`config.mk`:
```
export PLATFORM = sky130hd
export DESIGN_NAME = booth_datapath
export DESIGN_NICKNAME = d
export VERILOG_FILES = /design/src/rtl/booth_datapath.sv
export SDC_FILE = /design/constraint.sdc
export NUM_CORES = 1
export LEC_CHECK = 0
export ABC_CLOCK_PERIOD_IN_PS = 5800
export BUFFER_PORTS_ARGS = -buffer_cell sky130_fd_sc_hd__buf_2
export CAP_MARGIN = 20
export CELL_PAD_IN_SITES_DETAIL_PLACEMENT = 1
export CELL_PAD_IN_SITES_GLOBAL_PLACEMENT = 1
export CORE_MARGIN = 1.5
export CORE_UTILIZATION = 45
export DETAILED_ROUTE_END_ITERATION = 10
export PLACE_DENSITY = 0.87
export REMOVE_ABC_BUFFERS = 1
export SYNTH_ARGS = -nofsm -noshare
export SYNTH_HDL_FRONTEND = slang
export SYNTH_SLANG_ARGS = --single-unit
```
`constraint.sdc`:
```
create_clock -name clk -period 5.8 [get_ports clk]
set_clock_uncertainty 0.1 [all_clocks]
set_input_delay 0.87 -clock clk [delete_from_list [all_inputs] [get_ports clk]]
set_output_delay 0.87 -clock clk [all_outputs]
set_load 0.01 [all_outputs]
```
`src/rtl/booth_datapath.sv`:
```
// Datapath for the radix-2 Booth sequential multiplier: X, guarded accumulator A,
// multiplier/low-product Y, history bit Y(-1) and step counter C, steered by FSM strobes.
module booth_datapath #(
  parameter int N  = 8,
  parameter int CW = 3
) (
  input  logic          clk,
  input  logic          rst,
  input  logic [N-1:0]  inBus,
  input  logic          ldX,
  input  logic          ldY,
  input  logic          ldA,
  input  logic          initA,
  input  logic          initC,
  input  logic          initYminusOne,
  input  logic          aBarS,
  input  logic          shRA,
  input  logic          shRY,
  input  logic          ldYminusOne,
  input  logic          icC,
  input  logic          selL,
  input  logic          selR,
  output logic [1:0]    Y0YminusOne,
  output logic          co,
  output logic [N-1:0]  outBus
);

  logic [N-1:0]  x_q, x_d;
  logic [N-1:0]  y_q, y_d;
  logic [N:0]    a_q, a_d;
  logic          ym1_q, ym1_d;
  logic [CW-1:0] c_q, c_d;
  logic [N:0]    sum;

  // A carries a guard sign bit so -2^(N-1) * -2^(N-1) stays exact.
  always_comb begin
    sum = a_q + ({x_q[N-1], x_q} ^ {(N+1){aBarS}}) + {{N{1'b0}}, aBarS};
  end

  always_comb begin
    x_d   = x_q;
    a_d   = a_q;
    y_d   = y_q;
    ym1_d = ym1_q;
    c_d   = c_q;

    if (ldX) x_d = inBus;

    if (initA)     a_d = '0;
    else if (ldA)  a_d = sum;
    else if (shRA) a_d = {a_q[N], a_q[N:1]};

    if (ldY)       y_d = inBus;
    else if (shRY) y_d = {a_q[0], y_q[N-1:1]};

    if (initYminusOne)    ym1_d = 1'b0;
    else if (ldYminusOne) ym1_d = y_q[0];

    if (initC)    c_d = '0;
    else if (icC) c_d = c_q + CW'(1);
  end

  always_ff @(posedge clk or posedge rst) begin
    if (rst) begin
      x_q   <= '0;
      a_q   <= '0;
      y_q   <= '0;
      ym1_q <= 1'b0;
      c_q   <= '0;
    end else begin
      x_q   <= x_d;
      a_q   <= a_d;
      y_q   <= y_d;
      ym1_q <= ym1_d;
      c_q   <= c_d;
    end
  end

  always_comb begin
    Y0YminusOne = {y_q[0], ym1_q};
    co          = (c_q == CW'(N - 1));
    if (selL)      outBus = a_q[N-1:0];
    else if (selR) outBus = y_q;
    else           outBus = '0;
  end

endmodule

```
==> results.py <==
metrics = {
    "run_status": {
        "status": "completed",
    },
    "layout": {
        "fin_area_um2": 2120,
        "syn_to_final_growth_pct": 17.2,
        "drive_gt1_share_pct": 25.1,
        "final_core_util_pct": 56.2,
        "fin_nets": 247,
        "diodes": 0,
        "fillCellCount": 426,
    },
    "critical_path": {
        "cp_slowest_cell": "fa_1",
        "crit_family": "simple AND/OR/NAND/NOR gates",
        "startpoint_type": "input port",
        "cp_max_fo": 8,
        "reg2reg_depth": 7,
        "cp_num_cells": 8,
        "endpoint_kind": "register",
        "critPathBufInv": 1,
        "critPathKind": "in -> reg",
        "worstPathRequired_ns": 5.91,
        "arrival_ns": 2.78,
        "crit_chain": "buf_2 > mux2_4 > fa_1 > nand3_1 > a211oi_1 > or3_1 > a21o_1 > a21oi_1",
        "cpPeakStageDelay_ns": 0.44,
    },
    "pwr": {
        "p_leak_nw": 1.01,
        "powerDensity_nw_per_um2": 326,
        "ir_drop_uv": 201,
    },
    "synthesis": {
        "synth_fa_ha_area_share_pct": 7.34,
        "ys_ff_latch": 29,
        "synth_xor_area_share_pct": 6.71,
        "synth-compound-area-share_pct": 15.9,
        "synthSimpleGateAreaFrac_pct": 12.3,
        "yosysWarnings": 0,
        "ys_seq_area_share_pct": 40.1,
        "synth_top_family_by_area": "compound AO/OA/AOI/OAI gates",
        "syn_avg_cell_area_um2": 9.77,
        "syn_area_um2": 1810,
        "synthMuxAreaShare_pct": 13.6,
        "synth_cell_type_count": 34,
        "syn_inst": 185,
    },
    "sta": {
        "slew_viol_final": 0,
        "rsz0062_at_grt": "no",
        "hold_violations": 0,
        "holdWs_ns": 0.449,
        "setup_viol": 0,
        "fin_ws_ns": 3.13,
        "period_minus_slack_ns": 2.67,
        "fin_tns_setup_ns": 0,
        "worstMarginPinSlew_ns": 0.652,
        "slew_headroom_pct": 56.5,
        "max_freq_mhz": 375,
        "finalCritPeriodShare_pct": 46.0,
    },
    "flow_run": {
        "cap_violations": 0,
    },
    "clocking": {
        "cts_num_sinks": 29,
        "clk_pin_slew_ns": 0.08,
        "cts_setup_buffers": 0,
        "clk_path_buf_depth": 2,
        "hold_buffers": 0,
        "cts_tree": "built",
        "ctsResizeCount": 0,
        "insertion_delay_ns": 0.30,
        "cts.htree.levels": 2,
        "cts-root-buf": "clkbuf_8",
        "cts_made_buffers": 5,
    },
    "global_route": {
        "grt_pass1_vias": 1674,
        "grt_usage_pct": 28.2,
        "antenna_found_initial": 0,
        "grt_max_degree": 19,
        "grt_pass1_wl_mm": 8.89,
        "gr-total-overflow": 0,
    },
    "route": {
        "vias": 1515,
        "route.detailed.drc": 0,
        "routed_wirelength_mm": 5.37,
        "ant_nets": 0,
        "via_per_inst": 5.76,
        "drtIter0Drc": 57,
        "routedWlPerCell_um": 20.4,
        "dr.pass1.iters": 4,
    },
    "die": {
        "die_width_um": 66.4,
        "start_util_pct": 47.9,
        "die_y_um": 66.4,
        "io_pins": 34,
        "design.die.area_um2": 4410,
        "num_rows": 22,
        "core_um2": 3770,
    },
    "min_path": {
        "holdPathStages": 2,
        "hold_class": "reg -> reg",
    },
    "placement": {
        "hpwl_mm": 3.70,
        "io_buffers": 33,
        "post-place-ws_ns": 2.90,
        "routabilityCongestion": 0.775,
        "place_area_um2": 2000,
    },
}
==> stage by stage <==
stage,total power (W),std cells
2_1_floorplan,0.000383,173
3_3_place_gp,0.000435,254
3_5_place_dp,0.000455,255
4_1_cts,0.000689,263
5_1_grt,0.000721,263
6_report,0.000690,263
==> cell usage in the layout (no fill, tap or decap), types with 2 or more instances in the layout <==
cell / count
a211oi_1: 9
a21o_1: 2
a21oi_1: 7
and2_1: 2
buf_2: 33
clkbuf_8: 6
dfrtp_1: 29
ha_1: 9
inv_1: 3
mux2_2: 8
mux2i_1: 14
nand2_1: 29
nand2b_1: 2
nand3_1: 2
nor2_1: 7
nor2b_1: 4
o21ai_0: 19
or3_1: 3
xnor2_1: 4
xor2_1: 8
==> registers in the layout, summed over array words and instances (netlist names) <==
register / count
a_q: 9
c_q: 3
x_q: 8
y_q: 8
ym1_q: 1
==> kinds of logic (layout without fill, tap and decap cells) <==
logic type,Yosys count,after routing
and+or+nand+nor,50,50
buffers and inverters,15,45
adders and majority gates,10,10
AOI/OAI and AO/OA,45,45
xor gates and xnor gates,13,13
DFF,29,29
muxes,23,23
==> per-layer routing <==
metal / vias up / share of wire [%] / track usage, %
met2: 41 / 54 / 50.2
met5: - / 0 / 0
met3: 19 / 3.4 / 5.62
met1: 748 / 40 / 32.6
li1: 707 / - / -
met4: 0 / 3.1 / 12.2
==> where the power goes <==
| group | leakage [nW] | switching, W | internal [W] | total (W) |
|---|---|---|---|---|
| Clock | 0.0574 | 0.0000876 | 0.000140 | 0.000227 |
| Sequential | 0.364 | 0.0000300 | 0.000227 | 0.000257 |
| Combinational | 0.587 | 0.000116 | 0.0000897 | 0.000206 |
| Total | 1.01 | 0.000234 | 0.000456 | 0.000690 |
==> final timing paths <==
path | from | slack [ns] | end
max in group asynchronous | rst | 4.53 | x_q[2]
min in group asynchronous | rst | 0.56 | ym1_q
max | aBarS | 3.13 | a_q[8]
min reg2reg | c_q[1] | 0.45 | c_q[1]
max reg2reg | a_q[0] | 3.44 | a_q[8]
min | c_q[1] | 0.45 | c_q[1]
==> synth_stat cells <==
library cell / n / area [um2]
a21o_1: 2 / 15.0
o21ai_0: 19 / 95.1
buf_4: 2 / 15.0
a31oi_1: 1 / 6.26
mux2_2: 8 / 90.1
a31o_4: 1 / 17.5
and2_1: 2 / 12.5
mux2i_1: 14 / 140
nand2b_1: 2 / 12.5
a41oi_2: 1 / 16.3
inv_1: 3 / 11.3
fa_1: 1 / 20.0
buf_2: 1 / 5.00
nand2_1: 29 / 109
nor2_1: 7 / 26.3
xnor2_1: 4 / 35.0
a21oi_1: 7 / 35.0
xor2_1: 8 / 70.1
o311ai_0: 1 / 8.76
or3_1: 3 / 18.8
clkbuf_1: 8 / 30.0
a211oi_1: 9 / 67.6
o211ai_1: 1 / 7.51
buf_6: 1 / 11.3
nand4b_1: 1 / 8.76
ha_1: 9 / 113
xor2_2: 1 / 16.3
nand3_1: 2 / 10.0
dfrtp_1: 29 / 726
o21ai_1: 1 / 5.00
a21boi_1: 1 / 7.51
mux2_4: 1 / 15.0
o22ai_1: 1 / 6.26
nor2b_1: 4 / 25.0
==> worst min-delay path, cell delays in order, from the launching register on <==
cell	delay (ns)
dfrtp_1	0.36
mux2i_1	0.07
nor2_1	0.08
==> cell type report <==
cell class / count / area, um2 / share of cell area [%]
repair buffers: 34 / 193 / 9.09
clock buffers: 6 / 82.6 / 3.90
inverters: 3 / 11.3 / 0.531
flip-flops and latches: 29 / 726 / 34.2
clock inverters: 2 / 37.5 / 1.77
well taps: 48 / 60.1 / 2.83
multi-input cells: 141 / 1010 / 47.6
Power figures use the tool's default switching activity.
